$ cat src/rtl/ppfifo_adapter_pkg.sv
// Shared types and constants for the AXI-Stream to ping-pong FIFO packer.
package ppfifo_adapter_pkg;

  localparam int PPFIFO_SIZE_WIDTH = 24;

  typedef enum logic [1:0] {
    ST_IDLE    = 2'd0,
    ST_FILL    = 2'd1,
    ST_FLUSH   = 2'd2,
    ST_RELEASE = 2'd3
  } state_t;

endpackage

$ cat src/rtl/axis_lane_packer.sv
// Collects RATIO stream beats into one wide word, beat 0 in the LSBs.
// word_next is the word as it would look after the current beat lands; the
// lanes clear whenever the index returns to 0, so a later word never picks up
// bytes left over from an earlier one.
module axis_lane_packer
  import ppfifo_adapter_pkg::*;
#(
  parameter int AXI_WIDTH    = 32,
  parameter int RATIO        = 2,
  parameter int STROBE_WIDTH = AXI_WIDTH / 8,
  parameter int USE_KEEP     = 0
) (
  input  logic                          clk,
  input  logic                          rst,
  input  logic                          clear,
  input  logic                          lane_wr,
  input  logic [AXI_WIDTH-1:0]          data,
  input  logic [STROBE_WIDTH-1:0]       keep,
  output logic                          word_complete,
  output logic                          partial,
  output logic [AXI_WIDTH*RATIO-1:0]    word_next
);

  localparam int IDX_WIDTH = (RATIO > 1) ? $clog2(RATIO) : 1;
  localparam logic [IDX_WIDTH-1:0] LAST_IDX = IDX_WIDTH'(RATIO - 1);

  logic [RATIO-1:0][AXI_WIDTH-1:0] lanes;
  logic [IDX_WIDTH-1:0]            idx;
  logic [AXI_WIDTH-1:0]            beat_masked;

  assign word_complete = lane_wr && (idx == LAST_IDX);
  assign partial       = (idx != '0);

  // Zero the bytes whose keep bit is low when keep masking is enabled.
  always_comb begin
    beat_masked = data;
    if (USE_KEEP != 0) begin
      for (int b = 0; b < STROBE_WIDTH; b++) begin
        if (!keep[b]) beat_masked[b*8 +: 8] = 8'h00;
      end
    end
  end

  // Word as seen after the current beat is placed into its lane.
  always_comb begin
    word_next = '0;
    for (int i = 0; i < RATIO; i++) begin
      if (lane_wr && (idx == IDX_WIDTH'(i)))
        word_next[i*AXI_WIDTH +: AXI_WIDTH] = beat_masked;
      else
        word_next[i*AXI_WIDTH +: AXI_WIDTH] = lanes[i];
    end
  end

  // Lane storage and write index; a completed or abandoned word empties the lanes.
  always_ff @(posedge clk) begin
    if (rst || clear) begin
      lanes <= '0;
      idx   <= '0;
    end else if (lane_wr) begin
      if (idx == LAST_IDX) begin
        lanes <= '0;
        idx   <= '0;
      end else begin
        for (int i = 0; i < RATIO; i++) begin
          if (idx == IDX_WIDTH'(i)) lanes[i] <= beat_masked;
        end
        idx <= idx + IDX_WIDTH'(1);
      end
    end
  end

endmodule

$ cat src/rtl/adapter_axi_stream_2_ppfifo_packer.sv
// AXI-Stream slave feeding the write side of a ping-pong FIFO, packing RATIO
// beats per FIFO word, with TLAST / idle-timeout flush and fair buffer choice.
//
//   state   | meaning
//   --------+---------------------------------------------------------------
//   IDLE    | no buffer held; wait for a ready flag and pick a buffer
//   FILL    | buffer active; accept beats, strobe out each completed word
//   FLUSH   | partial word strobed out (unfilled lanes zero)
//   RELEASE | drop activate, remember which buffer was used
module adapter_axi_stream_2_ppfifo_packer
  import ppfifo_adapter_pkg::*;
#(
  parameter int AXI_WIDTH    = 32,
  parameter int RATIO        = 2,
  parameter int STROBE_WIDTH = AXI_WIDTH / 8,
  parameter int USE_KEEP     = 0,
  parameter int TIMEOUT      = 0
) (
  input  logic                          i_axi_clk,
  input  logic                          rst,
  output logic                          o_axi_ready,
  input  logic [AXI_WIDTH-1:0]          i_axi_data,
  input  logic [STROBE_WIDTH-1:0]       i_axi_keep,
  input  logic                          i_axi_last,
  input  logic                          i_axi_valid,
  output logic                          o_ppfifo_clk,
  input  logic [1:0]                    i_ppfifo_rdy,
  output logic [1:0]                    o_ppfifo_act,
  input  logic [PPFIFO_SIZE_WIDTH-1:0]  i_ppfifo_size,
  output logic                          o_ppfifo_stb,
  output logic [AXI_WIDTH*RATIO-1:0]    o_ppfifo_data,
  output logic                          o_timeout
);

  localparam int WORD_WIDTH = AXI_WIDTH * RATIO;
  localparam int IDLE_WIDTH = (TIMEOUT > 0) ? $clog2(TIMEOUT + 1) : 1;

  state_t                         state, state_next;
  logic [PPFIFO_SIZE_WIDTH-1:0]   r_count, count_next;
  logic [IDLE_WIDTH-1:0]          idle_cnt;
  logic                           last_used, last_next;
  logic [1:0]                     act_next;
  logic                           stb_next, timeout_next;
  logic [WORD_WIDTH-1:0]          data_next, word_next;
  logic                           accept, keep_zero, lane_wr;
  logic                           word_complete, partial;
  logic                           count_full, count_last, timeout_fire, clear;

  assign o_ppfifo_clk = i_axi_clk;
  assign o_axi_ready  = (state == ST_FILL) && (r_count < i_ppfifo_size);
  assign accept       = i_axi_valid && o_axi_ready;
  assign keep_zero    = (USE_KEEP != 0) && (i_axi_keep == '0);
  assign lane_wr      = accept && !keep_zero;
  assign count_full   = (r_count >= i_ppfifo_size);
  // Widened so a capacity at the top of the 24-bit range cannot wrap.
  assign count_last   = (({1'b0, r_count} + 25'd1) >= {1'b0, i_ppfifo_size});
  // An empty buffer never times out; it keeps waiting for data.
  assign timeout_fire = (TIMEOUT != 0) && (idle_cnt == IDLE_WIDTH'(TIMEOUT)) &&
                        (partial || (r_count != '0));
  assign clear        = (state_next != ST_FILL);

  axis_lane_packer #(
    .AXI_WIDTH   (AXI_WIDTH),
    .RATIO       (RATIO),
    .STROBE_WIDTH(STROBE_WIDTH),
    .USE_KEEP    (USE_KEEP)
  ) u_packer (
    .clk          (i_axi_clk),
    .rst          (rst),
    .clear        (clear),
    .lane_wr      (lane_wr),
    .data         (i_axi_data),
    .keep         (i_axi_keep),
    .word_complete(word_complete),
    .partial      (partial),
    .word_next    (word_next)
  );

  // Next-state selection.
  always_comb begin
    state_next = state;
    case (state)
      ST_IDLE: if (i_ppfifo_rdy != 2'b00) state_next = ST_FILL;
      ST_FILL: begin
        if (accept) begin
          if (word_complete) begin
            if (i_axi_last || count_last) state_next = ST_RELEASE;
          end else if (i_axi_last) begin
            state_next = (lane_wr || partial) ? ST_FLUSH : ST_RELEASE;
          end
        end else if (count_full || timeout_fire) begin
          state_next = partial ? ST_FLUSH : ST_RELEASE;
        end
      end
      ST_FLUSH:   state_next = ST_RELEASE;
      ST_RELEASE: state_next = ST_IDLE;
      default:    state_next = ST_IDLE;
    endcase
  end

  // Next values of the registered outputs, word counter and buffer history.
  always_comb begin
    act_next     = o_ppfifo_act;
    stb_next     = 1'b0;
    data_next    = o_ppfifo_data;
    count_next   = r_count;
    last_next    = last_used;
    timeout_next = 1'b0;
    case (state)
      ST_IDLE: begin
        act_next   = 2'b00;
        count_next = '0;
        if (i_ppfifo_rdy == 2'b11) act_next = last_used ? 2'b01 : 2'b10;
        else if (i_ppfifo_rdy[0])  act_next = 2'b01;
        else if (i_ppfifo_rdy[1])  act_next = 2'b10;
      end
      ST_FILL: begin
        if (word_complete || (state_next == ST_FLUSH)) begin
          stb_next   = 1'b1;
          data_next  = word_next;
          count_next = r_count + PPFIFO_SIZE_WIDTH'(1);
        end
        timeout_next = !accept && !count_full && timeout_fire;
      end
      ST_RELEASE: begin
        act_next  = 2'b00;
        last_next = o_ppfifo_act[1];
      end
      default: ;
    endcase
  end

  // State and registered outputs; reset abandons any partial word silently.
  always_ff @(posedge i_axi_clk) begin
    if (rst) begin
      state         <= ST_IDLE;
      r_count       <= '0;
      last_used     <= 1'b1;
      o_ppfifo_act  <= 2'b00;
      o_ppfifo_stb  <= 1'b0;
      o_ppfifo_data <= '0;
      o_timeout     <= 1'b0;
    end else begin
      state         <= state_next;
      r_count       <= count_next;
      last_used     <= last_next;
      o_ppfifo_act  <= act_next;
      o_ppfifo_stb  <= stb_next;
      o_ppfifo_data <= data_next;
      o_timeout     <= timeout_next;
    end
  end

  // Saturating count of FILL cycles with no accepted beat.
  always_ff @(posedge i_axi_clk) begin
    if (rst || (state != ST_FILL) || accept)
      idle_cnt <= '0;
    else if (idle_cnt != IDLE_WIDTH'(TIMEOUT))
      idle_cnt <= idle_cnt + IDLE_WIDTH'(1);
  end

endmodule
$ cat config.mk
export PLATFORM = sky130hd
export DESIGN_NAME = adapter_axi_stream_2_ppfifo_packer
export DESIGN_NICKNAME = d
export VERILOG_FILES = /design/src/rtl/ppfifo_adapter_pkg.sv /design/src/rtl/axis_lane_packer.sv /design/src/rtl/adapter_axi_stream_2_ppfifo_packer.sv
export SDC_FILE = /design/constraint.sdc
export NUM_CORES = 1
export LEC_CHECK = 0
export ABC_AREA = 1
export BUFFER_PORTS_ARGS = -buffer_cell sky130_fd_sc_hd__buf_2
export CORE_MARGIN = 5
export CORE_UTILIZATION = 40
export DETAILED_ROUTE_END_ITERATION = 6
export GPL_ROUTABILITY_DRIVEN = 0
export PLACE_DENSITY = 0.73
export SETUP_SLACK_MARGIN = 0.02
export SKIP_LAST_GASP = 1
export SYNTH_ARGS = -nofsm -noshare
export SYNTH_HDL_FRONTEND = slang
export SYNTH_SLANG_ARGS = --single-unit
export TNS_END_PERCENT = 30
$ cat constraint.sdc
create_clock -name i_axi_clk -period 4.6 [get_ports i_axi_clk]
set_clock_uncertainty 0.05 [all_clocks]
set_input_delay 1.15 -clock i_axi_clk [delete_from_list [all_inputs] [get_ports i_axi_clk]]
set_output_delay 1.15 -clock i_axi_clk [all_outputs]
set_load 0.1 [all_outputs]
==> results of run 1 <==
==> cells by family after synthesis <==
| group | count (synthesis) |
|---|---|
| AND/OR/NAND/NOR | 492 |
| AO/OA/AOI/OAI | 149 |
| flip-flops | 127 |
| buffers and inverters | 125 |
| adder cells (fa/ha/maj) | 53 |
| XOR/XNOR | 20 |
| other | 1 |
==> flip-flops by register name, summed over array words and instances, names as in the netlist <==
register and flops:
o_ppfifo_data 64, u_packer.lanes 32, u_packer.partial 1, o_ppfifo_act 2, last_used 1, o_ppfifo_stb 1, r_count 24, state 2
==> worst register-to-register path: cells and delay by family (launching register included) <==
family | cells | cell delay, ns
AND/OR/NAND/NOR | 23 | 2.38
buffers and inverters | 5 | 0.51
AO/OA/AOI/OAI | 2 | 0.38
flip-flops | 1 | 0.34
adder cells (fa/ha/maj) | 1 | 0.29
XOR/XNOR | 1 | 0.19
==> synthesized netlist by cell type, types with 3 or more instances <==
| master | instances |
|---|---|
| a21o_1 | 5 |
| a21oi_1 | 103 |
| buf_2 | 5 |
| buf_4 | 9 |
| buf_6 | 3 |
| clkbuf_1 | 31 |
| dfxtp_1 | 127 |
| ha_1 | 53 |
| inv_1 | 71 |
| inv_2 | 4 |
| nand2_1 | 274 |
| nand2_2 | 3 |
| nand3_1 | 93 |
| nand4_1 | 3 |
| nor2_1 | 100 |
| nor2_2 | 3 |
| nor2_4 | 4 |
| nor3_1 | 5 |
| o21ai_0 | 38 |
| xnor2_1 | 10 |
| xor2_1 | 10 |
==> worst min path at each step <==
stage | to | startpoint | slack (ns)
6_report | r_count[0] | r_count[0] | 0.40
4_1_cts | o_ppfifo_data[51] | o_ppfifo_data[51] | 0.41
5_1_grt | r_count[0] | r_count[0] | 0.42
3_5_place_dp | o_ppfifo_data[51] | o_ppfifo_data[51] | 0.40
2_1_floorplan | u_packer.lanes[0] | u_packer.lanes[0] | 0.40
3_3_place_gp | o_ppfifo_data[39] | o_ppfifo_data[39] | 0.40
==> final cells by class <==
cell class	instances	area share, %
Multi-Input combinational cell	715	44.2
Sequential cell	127	30.1
Timing Repair Buffer	156	11.1
Clock buffer	21	5.97
Inverter	75	3.32
Tap cell	220	3.25
Clock inverter	15	2.04
==> per-layer routing <==
| layer | vias to the layer above | share of wire (%) | wire length, um | track usage [%] |
|---|---|---|---|---|
| li1 | 3381 | - | - | - |
| met1 | 3003 | 45 | 8460 | 23.6 |
| met2 | 188 | 47 | 8900 | 31.4 |
| met3 | 24 | 5.9 | 1110 | 4.46 |
| met4 | 2 | 1.8 | 330 | 5.86 |
| met5 | - | 0.090 | 17 | 0 |
==> power breakdown <==
| part | internal, W | switching (W) |
|---|---|---|
| logic | 0.000361 | 0.00131 |
| clock network | 0.000930 | 0.000634 |
| registers | 0.00122 | 0.0000654 |
| total | 0.00251 | 0.00201 |
==> cell usage in the layout, fill, tap and decap left out, drive strengths merged <==
master,Yosys,layout
nand2,277,277
buf,19,154
dfxtp,127,127
nor2,107,107
a21oi,104,104
nand3,94,94
inv,75,82
ha,53,53
o21ai,38,38
clkbuf,31,23
xor2,10,10
xnor2,10,10
nor3,6,6
a21o,5,5
nand4,5,5
clkinvlp,0,3
clkinv,0,3
bufinv,0,2
nand3b,1,1
a31oi,1,1
a21boi,1,1
or2,1,1
and2,1,1
conb,1,1
==> per-stage QoR <==
step	instance area [um^2]	total power, W	TNS (ns)
2_1_floorplan	6760	0.00264	0
3_3_place_gp	7600	0.00297	0
3_5_place_dp	7600	0.00298	0
4_1_cts	8280	0.00448	0
5_1_grt	8470	0.00475	-0.271
6_report	8470	0.00452	0
==> timing repair <==
action                                  in CTS  in global routing
hold endpoints to repair                     0                  0
gates resized for setup                      0                 27
hold buffers                                 0                  0
setup buffers                                0                  6
endpoints found under the setup margin       0                122
==> results by group, run 1 <==
Min path
  • Hold Path Class: flop to flop
  • WHS Path Cells: 1

Critical path
  • Max incr delay on CP: 0.34 ns
  • Path type of the worst setup path: flop to flop
  • Critical R2R Capture: o_ppfifo_data[17]
  • CP max FO: 19
  • CP Capture Type: flop
  • CP bufs+invs: 5
  • Worst path top cell family by delay: simple AND/OR/NAND/NOR gates
  • Worst setup startpoint: r_count[1]
  • Worst Setup EP: o_ppfifo_data[17]
  • Crit path arrival time: around 4.6 ns
  • WP data required: roughly 5.0 ns
  • Worst reg2reg setup slack: ~0.34 ns
  • Crit start category: flop
  • Worst r2r src: r_count[1]
  • Crit-path slowest cell: dfxtp_2
  • Worst reg2reg path depth: 32
  • Most used cell, CP: nand3_1
  • Total stage count of the critical path: 32

Synth
  • Mapped Cells: slightly below 1,000
  • Post-synth EDFFs: 0
  • Synthesized area per cell: 6.99 um^2
  • Simple-Gate Fraction of Synth Area: about 31%
  • Number of synthesized register bits: approximately 130
  • Dominant cells by area after synthesis: dfxtp_1 38%, nand2_1 15%, ha_1 9.8%
  • Synth Area in Compound Gates: 11.3%
  • Most used DFF post-synth: dfxtp_1
  • Top-area cell type share of the netlist area: 37.6%
  • XOR/XNOR Fraction of Synth Area: 2.59%
  • Post-Syn Area: approximately 6800 um^2
  • Distinct cell type count after synthesis: 32
  • Seq/Total Area, Yosys: 37.6%
  • Yosys top cell by area: dfxtp_1
  • Main combinational cell family by area after synthesis: simple AND/OR/NAND/NOR gates
  • Async set-or-reset flop fraction in the synthesized netlist: 0%
  • Synth warn: 0
  • Mux share of post-synthesis cell area: 0%
  • Adder-Cell Fraction of Synth Area: 9.82%
  • Synthesized Nets: 1,086

Finish
  • Non-Filler Instances: 1,329
  • Fraction of layout cells with a size suffix above 1: about 21%
  • Reg area: 2550 um^2
  • Final Util: roughly half
  • Multi-input logic area: about 3700 um^2
  • Nets: approximately 1,200
  • Number of fill cells in the layout: 1,658
  • P&R area growth vs syn: 25.3%
  • Antenna cell count: 0

Drt
  • DRC: 0
  • Wirelength, routed: about 19 mm
  • DRT antenna net count: 0
  • Drt first pass iters: 4
  • Vias: 6,598
  • Per-cell routed wire length: around 14 um
  • Starting DRT DRC Count: around 380
  • Via/cell ratio: ~5.0

Timing
  • Minimum hold slack: between 0.4 and 0.5 ns
  • Fin worst setup slack: around 0.34 ns
  • RSZ-0062 raised after global routing: yes
  • Slew Limit Fails: 0
  • Worst slew margin: 45.9%
  • Fmax: around 230 MHz
  • Final period utilization: about 93%
  • Final min period: between 4 and 5 ns
  • Final setup fails: 0
  • Worst-margin pin slew: slightly above 0.8 ns
  • Final hold viol count: 0

Global routing
  • First-pass GRT wire length: between 30 and 40 mm
  • Gr ovfl total: 0
  • Vias in the first global route: approximately 6,200
  • GRT Overall Usage: a little under a fifth
  • Initial antenna violation count: 1
  • Pin count of the biggest net entering global routing: 56

Placed design
  • Placed cell count: roughly 1,300
  • Placed wire-length estimate: around 13 mm
  • Post-Place Setup Slack: between 0.15 and 0.2 ns
  • PortBufs: 130

Floorplanning
  • Die width: 140 um
  • IO Count: around 140
  • DIE HEIGHT: around 140 um
  • Die area: 19,600 um^2
  • Row count: 47
  • Initial Util: around two fifths
  • Core Region: 16,600 um^2

Run status
  • Outcome: finished clean

Power
  • Cell area power density: between 500 and 600 nW/um^2
  • Leak pwr: ~4 nW
  • Max VDD drop: around 0.57 mV

Run
  • Max-Cap Viols: 0

CTS
  • Worst-Skew Late Latency: 0.52 ns
  • CTS tree: done
  • CTS clock-pin slew for the worst setup and hold paths: roughly 0.060 ns
(Power assumes the default switching activity.)
==> inputs of run 2 (changes only) <==
Settings changed: CELL_PAD_IN_SITES_DETAIL_PLACEMENT set to 1, CELL_PAD_IN_SITES_GLOBAL_PLACEMENT set to 2, CORE_UTILIZATION 40 to 30, PLACE_DENSITY 0.73 to 0.91.
==> results by group, run 2 (synthesized netlist as in run 1, its figures left out) <==
Run status
  • Outcome: finished clean (unchanged)

Finish
  • Number of fill cells in the layout: 2,835 (was 1,658)
  • Most frequent cells in the layout: 272 x nand2_1, 130 x buf_2, 127 x dfxtp_1 (was 271 x nand2_1, 130 x buf_2, 124 x dfxtp_1)
  • Commonest non-fill, non-tap cell in the layout: nand2_1 (unchanged)
  • Non-Filler Instances: 1,398 (was 1,329)
  • P&R area growth vs syn: 27.8% (was 25.3%)
  • Top Registers: o_ppfifo_data x64, u_packer.lanes x32, r_count x24 (unchanged)
  • Nets: 1,219 (was 1,215)
  • Fraction of layout cells with a size suffix above 1: 20.7% (was 20.6%)
  • Most flops, register: o_ppfifo_data (unchanged)
  • Antenna cell count: 0 (unchanged)
  • Largest register FFs: 64 (unchanged)

Floorplanning
  • Row count: 55 (was 47)
  • IO Count: 136 (unchanged)
  • Initial Util: 30.1% (was 40.7%)
  • Die area: 25,600 um^2 (was 19,600 um^2)
  • Core Region: 22,400 um^2 (was 16,600 um^2)
  • Die width: 160 um (was 140 um)
  • DIE HEIGHT: 160 um (was 140 um)

Power
  • Leak pwr: 4.16 nW (was 4.11 nW)
  • Cell Int Power: 0.00255 W (was 0.00251 W)
  • P_sw: 0.00209 W (was 0.00201 W)
  • Sequential fraction of design power: 27.7% (was 28.5%)
  • Cell area power density: 538 nW/um^2 (was 534 nW/um^2)
  • Max VDD drop: 0.558 mV (was 0.568 mV)
  • Clk pwr share: 34.3% (was 34.6%)
  • Switching Share: 45.0% (was 44.4%)
  • Logic pwr share: 38.0% (was 36.9%)

Timing
  • RSZ-0062 raised after global routing: yes (unchanged)
  • Slew Limit Fails: 0 (unchanged)
  • Worst-margin pin slew: 0.935 ns (was 0.809 ns)
  • Fin worst setup slack: 0.274 ns (was 0.335 ns)
  • Fmax: 231 MHz (was 234 MHz)
  • Final min period: 4.33 ns (was 4.26 ns)
  • Final setup fails: 0 (unchanged)
  • Worst slew margin: 37.5% (was 45.9%)
  • Final period utilization: 94.1% (was 92.7%)
  • Final hold viol count: 0 (unchanged)

Global routing
  • Initial antenna violation count: 1 (unchanged)
  • GRT Overall Usage: 16.9% (was 18.6%)
  • Vias in the first global route: 6,880 (was 6,234)
  • Pin count of the biggest net entering global routing: 56 (unchanged)
  • First-pass GRT wire length: 35.6 mm (was 30.2 mm)
  • Gr ovfl total: 0 (unchanged)

CTS
  • CTS tree: done (unchanged)
  • Hold-fix buffers at CTS: 0 (unchanged)
  • CTS clock-pin slew for the worst setup and hold paths: 0.06 ns (about the same)
  • Worst-Skew Late Latency: 0.53 ns (was 0.52 ns)

Placed design
  • Post-Place Setup Slack: 0.0277 ns (was 0.153 ns)
  • Placed cell count: 1,353 (was 1,285)
  • PortBufs: 130 (unchanged)
  • Placed wire-length estimate: 14.7 mm (was 12.6 mm)

Drt
  • Starting DRT DRC Count: 309 (was 376)
  • Drt first pass iters: 5 (was 4)
  • DRC: 0 (unchanged)
  • Via/cell ratio: 4.83 (was 4.96)
  • Vias: 6,746 (was 6,598)
  • DRT antenna net count: 0 (unchanged)
  • Per-cell routed wire length: 16.0 um (was 14.2 um)
  • Wirelength, routed: 22.3 mm (was 18.8 mm)

Run
  • Max-Cap Viols: 0 (unchanged)

Critical path
  • Crit-path slowest cell: dfxtp_1 (was dfxtp_2)
  • Worst setup startpoint: r_count[1] (unchanged)
  • Worst reg2reg path depth: 33 (was 32)
  • WP data required: 4.97 ns (was 4.96 ns)
  • Path type of the worst setup path: flop to flop (unchanged)
  • CP max FO: 16 (was 19)
  • Worst r2r src: r_count[1] (unchanged)
  • Most used cell, CP: nand3_1 (unchanged)
  • Max incr delay on CP: 0.33 ns (was 0.34 ns)
  • Worst Setup EP: o_ppfifo_data[12] (was o_ppfifo_data[17])
  • Crit start category: flop (unchanged)
  • Worst reg2reg setup slack: 0.27 ns (was 0.34 ns)
  • CP Capture Type: flop (unchanged)
  • Critical R2R Capture: o_ppfifo_data[12] (was o_ppfifo_data[17])
  • Crit path arrival time: 4.69 ns (was 4.63 ns)

Min path
  • Hold Path Class: flop to flop (unchanged)
run 2: how the worst min path moves through the flow:
| stage | cells after the start | to | start | slack, ns |
|---|---|---|---|---|
| 2_1_floorplan | 2 | u_packer.lanes[0] | u_packer.lanes[0] | 0.40 |
| 3_3_place_gp | 2 | o_ppfifo_data[57] | o_ppfifo_data[57] | 0.40 |
| 3_5_place_dp | 2 | o_ppfifo_data[62] | o_ppfifo_data[62] | 0.40 |
| 4_1_cts | 2 | o_ppfifo_data[62] | o_ppfifo_data[62] | 0.41 |
| 5_1_grt | 2 | o_ppfifo_data[32] | o_ppfifo_data[32] | 0.43 |
| 6_report | 2 | o_ppfifo_data[62] | o_ppfifo_data[62] | 0.41 |
run 2: stage by stage:
| stage | util [%] | power [W] | hold WS (ns) | TNS (ns) | area (um^2) |
|---|---|---|---|---|---|
| 3_5_place_dp | 34.4 | 0.00306 | 0.405 | 0 | 7720 |
| 2_1_floorplan | - | 0.00264 | 0.395 | 0 | 6760 |
| 4_1_cts | 37.5 | 0.00460 | 0.413 | 0 | 8410 |
| 5_1_grt | 38.5 | 0.00487 | 0.432 | -0.0504 | 8630 |
| 3_3_place_gp | 34.4 | 0.00303 | 0.398 | 0 | 7720 |
| 6_report | 38.5 | 0.00464 | 0.411 | 0 | 8630 |
run 2: per-layer routing:
metal  GRT usage (%)  wire length [um]
met3            4.03               993
met4            4.46               200
met2            28.4             10600
met1            21.9             10500
met5               0                 7
run 2: worst max-delay path, delay by kind of cell (launching register included):
family | cells | cell delay [ns]
buffers and inverters | 6 | 0.63
xor gates and xnor gates | 1 | 0.22
and+or+nand+nor | 23 | 2.29
adders and majority gates | 1 | 0.28
AOI/OAI and AO/OA | 2 | 0.39
DFF | 1 | 0.33
run 2: cell type report:
| type | count | area [um^2] | share of cell area (%) |
|---|---|---|---|
| Multi-Input combinational cell | 715 | 3740 | 43.3 |
| Sequential cell | 127 | 2540 | 29.5 |
| Timing Repair Buffer | 160 | 1030 | 11.9 |
| Clock buffer | 22 | 519 | 6.02 |
| Tap cell | 285 | 357 | 4.13 |
| Inverter | 75 | 287 | 3.32 |
| Clock inverter | 14 | 155 | 1.80 |
run 2: power by group through the flow:
stage	Clock [W]	Sequential [W]	Combinational, W
after floorplan	0.0000820	0.00184	0.000716
after global placement	0.0000765	0.00130	0.00165
after detailed placement	0.0000765	0.00131	0.00167
after CTS	0.00162	0.00129	0.00169
after global routing	0.00168	0.00130	0.00190
final	0.00159	0.00129	0.00177
run 2: repair_timing:
action	CTS	global route
buffers inserted	1	5
setup endpoints to repair	5	122
pin swaps	1	6
gates cloned	0	4
gates resized for setup	3	29
==> inputs of run 3 (changes only) <==
Settings changed: ABC_AREA 1 to not set, CORE_UTILIZATION 30 to 36, PLACE_DENSITY 0.91 to 0.95, RECOVER_POWER set to 100.
Clock period 4.6 ns to 5.35 ns, I/O delays scaled along.
==> results by group, run 3 <==
Finish
  • Final Util: 44.8% (was 38.5%)
  • Antenna cell count: 0 (unchanged)
  • Number of fill cells in the layout: 2,140 (was 2,835)
  • Top Registers: o_ppfifo_data x64, u_packer.lanes x32, r_count x24 (unchanged)
  • Nets: 967 (was 1,219)
  • P&R area growth vs syn: 21.3% (was 27.8%)
  • Design area: 8090 um^2 (was 8630 um^2)
  • Most frequent cells in the layout: 127 x dfxtp_1, 80 x nor2_1, 70 x clkbuf_1 (was 272 x nand2_1, 130 x buf_2, 127 x dfxtp_1)
  • Most flops, register: o_ppfifo_data (unchanged)
  • Largest register FFs: 64 (unchanged)
  • Fraction of layout cells with a size suffix above 1: 17.0% (was 20.7%)
  • Commonest non-fill, non-tap cell in the layout: dfxtp_1 (was nand2_1)

Critical path
  • Path type of the worst setup path: flop to flop (unchanged)
  • Crit path arrival time: 5.53 ns (was 4.69 ns)
  • CP bufs+invs: 0 (was 6)
  • Crit-path slowest cell: nor2_4 (was dfxtp_1)
  • Worst reg2reg path depth: 16 (was 33)
  • Max incr delay on CP: 0.61 ns (was 0.33 ns)
  • CP Capture Type: flop (unchanged)
  • Worst path top cell family by delay: simple AND/OR/NAND/NOR gates (unchanged)
  • CP max FO: 32 (was 16)
  • Critical R2R Capture: o_ppfifo_data[50] (was o_ppfifo_data[12])
  • Most used cell, CP: and3_1 (was nand3_1)
  • WP data required: 5.77 ns (was 4.97 ns)
  • Worst reg2reg setup slack: 0.24 ns (was 0.27 ns)
  • Crit-path cells: ha_1, and3_1, and3_1, and3_1, nand3_1, xnor2_1, ha_1, nand4_1, nor2_1, a2111oi_0, a2111oi_0, nor4_1, a311o_2, a32o_4, nor2_4, a22o_1
  • Worst r2r src: r_count[0] (was r_count[1])
  • Crit start category: flop (unchanged)

Global routing
  • GRT Overall Usage: 18.0% (was 16.9%)
  • Gr ovfl total: 0 (unchanged)
  • First-pass GRT wire length: 31.3 mm (was 35.6 mm)
  • Initial antenna violation count: 0 (was 1)
  • Vias in the first global route: 6,073 (was 6,880)
  • Pin count of the biggest net entering global routing: 47 (was 56)

Floorplanning
  • IO Count: 136 (unchanged)
  • Core Region: 18,100 um^2 (was 22,400 um^2)
  • DIE HEIGHT: 146 um (was 160 um)
  • Row count: 49 (was 55)
  • Die width: 146 um (was 160 um)
  • Die area: 21,400 um^2 (was 25,600 um^2)
  • Initial Util: 36.9% (was 30.1%)

Drt
  • Via/cell ratio: 5.37 (was 4.83)
  • Drt first pass iters: 5 (unchanged)
  • Starting DRT DRC Count: 253 (was 309)
  • DRC: 0 (unchanged)
  • Wirelength, routed: 19.3 mm (was 22.3 mm)
  • Vias: 5,849 (was 6,746)
  • Per-cell routed wire length: 17.7 um (was 16.0 um)
  • DRT antenna net count: 0 (unchanged)

CTS
  • Hold-fix buffers at CTS: 0 (unchanged)
  • Post-CTS setup buffers: 0 (was 1)
  • CTS clock-pin slew for the worst setup and hold paths: 0.06 ns (about the same)
  • CTS tree: done (unchanged)
  • Worst-Skew Late Latency: 0.52 ns (was 0.53 ns)

Timing
  • Final setup fails: 0 (unchanged)
  • Final period utilization: 95.5% (was 94.1%)
  • Slew Limit Fails: 0 (unchanged)
  • RSZ-0062 raised after global routing: yes (unchanged)
  • Final hold viol count: 0 (unchanged)
  • Worst-margin pin slew: 1.26 ns (was 0.935 ns)
  • Final min period: 5.11 ns (was 4.33 ns)
  • Fmax: 196 MHz (was 231 MHz)
  • Worst slew margin: 16.6% (was 37.5%)

Power
  • Cell area power density: 481 nW/um^2 (was 538 nW/um^2)
  • Max VDD drop: 0.469 mV (was 0.558 mV)
  • Leak pwr: 3.18 nW (was 4.16 nW)

Placed design
  • PortBufs: 130 (unchanged)
  • Placed wire-length estimate: 13.9 mm (was 14.7 mm)
  • Post-DP Area: 7540 um^2 (was 7720 um^2)

Synth
  • Synthesized area per cell: 9.23 um^2 (was 6.99 um^2)
  • Mapped Cells: 723 (was 967)
  • Main combinational cell family by area after synthesis: compound AO/OA/AOI/OAI gates (was simple AND/OR/NAND/NOR gates)
  • Post-synth EDFFs: 0 (unchanged)
  • Most common cell in the netlist: dfxtp_1 (was nand2_1)
  • XOR/XNOR Fraction of Synth Area: 3.02% (was 2.59%)
  • Synth warn: 0 (unchanged)
  • Synth top cells by count: 127 x dfxtp_1, 82 x nor2_1, 53 x ha_1, 47 x nand2_1, 44 x nand3_1 (was 274 x nand2_1, 127 x dfxtp_1, 103 x a21oi_1, 100 x nor2_1, 93 x nand3_1)
  • Synthesized Nets: 842 (was 1,086)
  • Simple-Gate Fraction of Synth Area: 16.8% (was 30.7%)
  • Mux share of post-synthesis cell area: 4.80% (was 0%)
  • Distinct cell type count after synthesis: 60 (was 32)
  • Synth Area in Compound Gates: 21.5% (was 11.3%)
  • Post-Syn Area: 6670 um^2 (was 6760 um^2)
  • Dominant cells by area after synthesis: dfxtp_1 38%, ha_1 9.9%, a211oi_2 5.6% (was dfxtp_1 38%, nand2_1 15%, ha_1 9.8%)
  • Top-area cell type share of the netlist area: 38.1% (was 37.6%)
  • Most used DFF post-synth: dfxtp_1 (unchanged)
  • Adder-Cell Fraction of Synth Area: 9.94% (was 9.82%)
  • Async set-or-reset flop fraction in the synthesized netlist: 0% (unchanged)
  • Seq/Total Area, Yosys: 38.1% (was 37.6%)
  • Number of synthesized register bits: 127 (unchanged)
  • Yosys top cell by area: dfxtp_1 (unchanged)

Run
  • Max-Cap Viols: 0 (unchanged)

Min path
  • Hold Path Origin: o_ppfifo_data[47] (was o_ppfifo_data[62])
  • Hold Path Class: flop to flop (unchanged)
  • WHS Path Cells: 1 (was 2)
  • Hold Path End: o_ppfifo_data[47] (was o_ppfifo_data[62])

Run status
  • Outcome: finished clean (unchanged)
==> run 3: changes by cell type after synthesis, moves of 8 or more <==
cell	previous run	this run
nand2_1	274	47
a21oi_1	103	19
nand3_1	93	44
inv_1	71	32
a22oi_1	0	33
a22o_1	0	32
mux2i_1	0	32
a211oi_2	0	30
nor2_1	100	82
and3_1	0	12
clkbuf_1	31	20
o21ai_0	38	27
xnor2_1	10	18
==> run 3: metrics by stage <==
step / worst slack (ns) / total power (W) / setup TNS, ns / instances / hold WS [ns]
after floorplan: 0.485 / 0.00232 / 0 / 723 / 0.426
after global placement: 0.309 / 0.00257 / 0 / 1055 / 0.406
after detailed placement: 0.169 / 0.00259 / 0 / 1055 / 0.411
after CTS: 0.181 / 0.00398 / 0 / 1090 / 0.430
after global routing: -0.139 / 0.00407 / -3.53 / 1090 / 0.443
final: 0.242 / 0.00389 / 0 / 1090 / 0.426
==> run 3: cell type report <==
type / instances / area, um^2 / area share [%]
clock inverters: 14 / 209 / 2.58
repair buffers: 148 / 721 / 8.90
inverters: 32 / 120 / 1.48
multi-input cells: 518 / 3710 / 45.8
clock buffers: 22 / 508 / 6.28
flip-flops and latches: 127 / 2540 / 31.4
well taps: 229 / 287 / 3.54
==> run 3: logic make-up (layout without fill, tap and decap cells) <==
group | after synthesis | count (layout)
mux | 32 | 32
simple gates | 232 | 232
fa+ha+maj | 53 | 53
compound gates | 177 | 177
flops | 127 | 127
buf+inv | 78 | 216
other cells | 1 | 1
xor+xnor | 23 | 23
==> run 3: what timing repair did <==
item	in CTS	in global routing
hold endpoints to repair	0	0
endpoints found under the setup margin	0	36
gates resized for setup	0	0
==> run 3: worst max-delay path by stage <==
| stage | slack [ns] | startpoint | depth (start not counted) | end |
|---|---|---|---|---|
| 4_1_cts | 0.18 | r_count[0] | 16 | o_ppfifo_data[50] |
| 6_report | 0.24 | r_count[0] | 16 | o_ppfifo_data[50] |
| 5_1_grt | -0.14 | r_count[0] | 16 | o_ppfifo_data[50] |
| 3_3_place_gp | 0.31 | r_count[0] | 16 | o_ppfifo_data[55] |
| 2_1_floorplan | 0.48 | i_ppfifo_size[21] | 7 | o_axi_ready |
| 3_5_place_dp | 0.17 | r_count[0] | 16 | o_ppfifo_data[50] |
==> run 3: power by group <==
part / switching, W / internal, W
registers: 0.0000608 / 0.00104
clock network: 0.000539 / 0.000889
logic: 0.00104 / 0.000316
==> run 3: per-layer routing <==
metal  global-route usage (%)  up-vias  wire, um
met3                     4.56       26       735
met5                        0        -         0
met1                     21.8     2834      8820
li1                         -     2881         -
met4                     5.88        0       362
met2                     31.3      108      9350
